--- src/rtl/imm_extend.sv ---
// ============================================================================
//  Module   : imm_extend
//  Brief    : RV32 immediate extractor/extender with optional output register.
//             Define IMMEXT_REG_OUT_EN to build the registered stage.
//  Revision : 1.0
// ============================================================================
`default_nettype none

module imm_extend #(
    parameter logic [31:0] RST_VAL = 32'h0000_0000
) (
    input  logic        i_clk,
    input  logic        i_rst_n,
    input  logic        i_en,
    input  logic [2:0]  i_immSrc,
    input  logic [31:0] i_inst,
    output logic [31:0] o_immExt,
    output logic [31:0] o_immExtQ,
    output logic        o_validQ
);

    localparam logic [2:0] c_SEL_I_LOAD = 3'b000;
    localparam logic [2:0] c_SEL_I_ALU  = 3'b001;
    localparam logic [2:0] c_SEL_SHAMT  = 3'b010;
    localparam logic [2:0] c_SEL_S      = 3'b011;
    localparam logic [2:0] c_SEL_U      = 3'b100;
    localparam logic [2:0] c_SEL_B      = 3'b101;
    localparam logic [2:0] c_SEL_I_JALR = 3'b110;
    localparam logic [2:0] c_SEL_J      = 3'b111;

    logic [31:0] w_immExt;
    logic        w_sign;

    assign w_sign = i_inst[31];

    // An unknown select falls to the default and propagates X rather than
    // masking it with a legal-looking immediate.
    always_comb begin
        w_immExt = 'x;
        case (i_immSrc)
            c_SEL_I_LOAD,
            c_SEL_I_ALU,
            c_SEL_I_JALR: w_immExt = {{20{w_sign}}, i_inst[31:20]};
            c_SEL_SHAMT:  w_immExt = {27'b0, i_inst[24:20]};
            c_SEL_S:      w_immExt = {{20{w_sign}}, i_inst[31:25], i_inst[11:7]};
            c_SEL_U:      w_immExt = {i_inst[31:12], 12'b0};
            c_SEL_B:      w_immExt = {{19{w_sign}}, i_inst[31], i_inst[7],
                                      i_inst[30:25], i_inst[11:8], 1'b0};
            c_SEL_J:      w_immExt = {{11{w_sign}}, i_inst[31], i_inst[19:12],
                                      i_inst[20], i_inst[30:21], 1'b0};
            default:      w_immExt = 'x;
        endcase
    end

    assign o_immExt = w_immExt;

`ifdef IMMEXT_REG_OUT_EN
    logic [31:0] r_immExtQ;
    logic        r_validQ;
    logic        w_unusedBits;

    always_ff @(posedge i_clk or negedge i_rst_n) begin
        if (!i_rst_n) begin
            r_immExtQ <= RST_VAL;
            r_validQ  <= 1'b0;
        end else begin
            if (i_en) begin
                r_immExtQ <= w_immExt;
            end
            r_validQ <= i_en;
        end
    end

    assign o_immExtQ    = r_immExtQ;
    assign o_validQ     = r_validQ;
    assign w_unusedBits = &{1'b0, i_inst[6:0]};
`else
    logic w_unusedBits;

    // Pass-through build: clock, reset and reset value are intentionally unused.
    assign o_immExtQ    = w_immExt;
    assign o_validQ     = i_en;
    assign w_unusedBits = &{1'b0, i_clk, i_rst_n, RST_VAL, i_inst[6:0]};
`endif

endmodule

`default_nettype wire

--- config.mk ---
export PLATFORM = sky130hd
export DESIGN_NAME = imm_extend
export DESIGN_NICKNAME = d
export VERILOG_FILES = /design/src/rtl/imm_extend.sv
export SDC_FILE = /design/constraint.sdc
export NUM_CORES = 1
export LEC_CHECK = 0
export CAP_MARGIN = 20
export CORE_MARGIN = 8
export CORE_UTILIZATION = 29
export DETAILED_ROUTE_END_ITERATION = 7
export MAX_ROUTING_LAYER = met4
export PLACE_DENSITY = 0.9
export SLEW_MARGIN = 5
export SYNTH_ARGS = -nofsm -noshare
export SYNTH_HDL_FRONTEND = slang
export SYNTH_SLANG_ARGS = --single-unit
--- constraint.sdc ---
create_clock -name vclk -period 2.5
set_input_delay 0.25 -clock vclk [all_inputs]
set_output_delay 0.25 -clock vclk [all_outputs]
set_load 0.02 [all_outputs]
# == Yosys cells after proc, flatten, opt, wreduce, memory -nomap -nowiden ==
# Index checks and enable logic that the tools add are counted.
# word_totals
ff_bits,0
out_inout_bits,65
in_bits,38
word_cells,10
# classes
reduce_logical,2
eq_ne,7
n_mux,1
# op_table
op,n
$pmux 32 s6,1
$eq 3x3->1 const B,4
$eq 3x2->1 const B,2
$eq 3x1->1 const B,1
$logic_not 3->1,1
$reduce_or 3->1,1

# == Depth between registers and ports, before layout ==
# logic_depth
word_depth,3
depth_mapped,6
ltp_nobuf,3

# == Worst setup path before layout ==
# Ideal clock, no wire load.
# synth_path
kind,input-to-output
startpoint,input i_immSrc[1]
endpoint,output o_immExtQ[26]
setup_slack_ns,0.536
arrival_time_ns,1.714
required_ns,2.250
n_path_buf,2
stages,4
path_cell_list,buf_6 nand2b_4 o311ai_0 buf_4
# synth_between
elab_chain_cells,3
# synth_rtl
item,line_no,source
start: declaration,15,"input logic [2:0] i_immSrc,"
$eq 3x1->1 (tied with other cells),40,case (i_immSrc)
$reduce_or 3->1,40,
$pmux 32 s6 (*),40,
end: declaration,18,"output logic [31:0] o_immExtQ,"
# Every way passes the cells marked *; elsewhere a longest branch is shown, timed or not.

# == Worst setup path after layout ==
# layout_path
startpoint,input i_immSrc[1]
endpoint,output o_immExt[14]
# layout_between
elab_chain_cells,3
# layout_rtl
item,line_no,source
$eq 3x1->1 (tied with other cells),40,
$reduce_or 3->1,40,
$pmux 32 s6 (*),40,
end: declaration,17,"output logic [31:0] o_immExt,"
# Marked as above.

==> metrics.yaml <==
use_met1: 0.1319
max_freq_mhz: 417.4
slew_violations: 0
synth_area_per_cell_um2: 6.925
grt_overflow: 0
p_comb_frac: 1.000
final_cell_mix: "clkdlybuf4s50_1, dlymetal6s2s_1, inv_1"
viasPerCell: 5.059
endpoint_kind: "primary output"
powerDensity_nw_per_um2: 310.3
drc: 0
drt_first_pass_iters: 4
ir_worst_vdd_v: 0.0001711
path_buf_inv: 3
grt.total_usage: 0.1272
post_drt_wl_per_cell_um: 16.23
setup_violations: 0
synth-simple-area-share: 0.1417
post_synth_mux_area_share: 0.01402
worstPathRequired_ns: 2.25
synthCells: 116
dieHeight_um: 68.63
ys_top_cells_by_area: "buf_4, o311ai_1, o211a_1, inv_1, a211oi_1"
regArea_um2: 0
ys_warn_count: 0
cpLargestDelayFamily: "buffers and inverters"
synth_compound_area_frac: 0.3847
tightestPinTransition_ns: 0.4107
core_area_um2: 2686
rows: 19
met2_usage: 0.2416
swShare: 0.5104
synth_fa_ha_area_frac: 0
vias: 1027
io_pins: 103
layout_commonest_cell: "clkdlybuf4s50_1"
initial_core_util: 0.2990
seq_cell_count: 0
rsz0062_at_grt: "false"
critPathLaunchType: "primary input"
synth_cell_types: 30
intPower_mw: 0.2391
synth_top_family_by_area: "buffers and inverters"
wirelength_um: 3294
drive_above_1_share: 0.07558
nNetsFinal: 212
dr.first_iter.drc_count: 64
antenna_found_initial: 0
port_buffers: 92
whs_ns: 0.5003
ys_seq_area_frac: 0
slowest_delay_ns: 0.62
grt_pass1_wl_um: 4816
hpwl_um: 2854
slew-limit-headroom: 0.7261
path_max_fanout: 8
cpMostUsedCell: "clkdlybuf4s50_1"
clkbuf_count: 0
post-synth-top-area-cell: "buf_4"
yosys.area.top_type_share: 0.3178
met3_usage: 0.04039
period_needed_ns: 2.396
outcome: "finished clean"
n_antenna_cell: 0
hp-class: "primary input to primary output"
critPathArrivalTime_ns: 2.15
final_core_util: 0.5859
leakage_nw: 0.8794
power.share.clock: 0
detail-route-antenna-nets: 0
drv_cap: 0
cp_cell_sequence: "clkdlybuf4s50_1, buf_4, nand2b_1, a21o_1, o211a_1, clkdlybuf4s50_1"
place_congestion: 0.8208
period_share: 0.9582
synth_nets: 154
p_seq_frac: 0
die_w_um: 68.63
synth_xor_area_frac: 0.02181
switchingPower_mw: 0.2493
grt_pass1_vias: 1070
globalRoute.busiestLayer: "met2"
dieArea_um2: 4710
grt_max_degree: 21
final_hold_viol_count: 0
cpMaxStageDelayCell: "clkdlybuf4s50_1"
area_growth_pct: 95.95
worst-setup-path-type: "primary input to primary output"
synthesis.area_um2: 803.3
-- cell families after synthesis --
logic type                count (synthesis)
xor gates and xnor gates                  2
and+or+nand+nor                          21
AOI/OAI and AO/OA                        38
muxes                                     1
buffers and inverters                    54
-- cell type report --
class,instances,area [um^2]
well taps,31,38.79
repair buffers,99,1033
multi-input cells,62,460.4
inverters,11,41.29
fillers,234,1112
-- power by group through the flow --
stage / Clock, mW / Combinational, mW / Sequential, mW
5_1_grt: 0 / 0.518 / 0
4_1_cts: 0 / 0.500 / 0
3_3_place_gp: 0 / 0.488 / 0
2_1_floorplan: 0 / 0.305 / 0
3_5_place_dp: 0 / 0.497 / 0
6_report: 0 / 0.488 / 0
-- repair_timing --
item	4_1_cts	5_1_grt
resized for setup	1	26
endpoints found under the setup margin	22	46
hold buffers	0	0
setup buffers	0	1
cloned	0	0
-- layer usage --
metal	share of wire	wire length, um	vias up
met4	0	0	0
li1	-	-	496
met1	0.37	1211	461
met5	0	0	-
met2	0.47	1547	70
met3	0.16	535	0
-- metrics by stage --
stage	instances	area (um^2)	TNS, ns	total power, mW	setup WS [ns]
global placement	202	1498	-0.1888	0.4883	-0.07235
global route	203	1574	0	0.5180	0.005451
detailed placement	202	1498	-1.254	0.4967	-0.1242
CTS	202	1501	0	0.4998	0.03824
finish	203	1574	0	0.4884	0.1044
floorplan	116	803.3	0	0.3055	0.5363
-- worst paths after layout --
| path | startpoint | to | slack, ns | cells after the start |
|---|---|---|---|---|
| worst max-delay path | i_immSrc[1] | o_immExt[14] | 0.10 | 6 |
| worst min-delay path | i_en | o_validQ | 0.50 | 0 |
-- synth_stat cells (2+ instances only) --
master and n:
inv_1 11, buf_2 5, nand2_1 3, nor2_1 7, a21oi_1 4, o311ai_1 10, and3_1 4, a22oi_1 4
o21a_1 2, nand2b_1 2, a211oi_1 4, buf_4 34, o211a_1 8, buf_6 2
(Power assumes the default switching activity.)
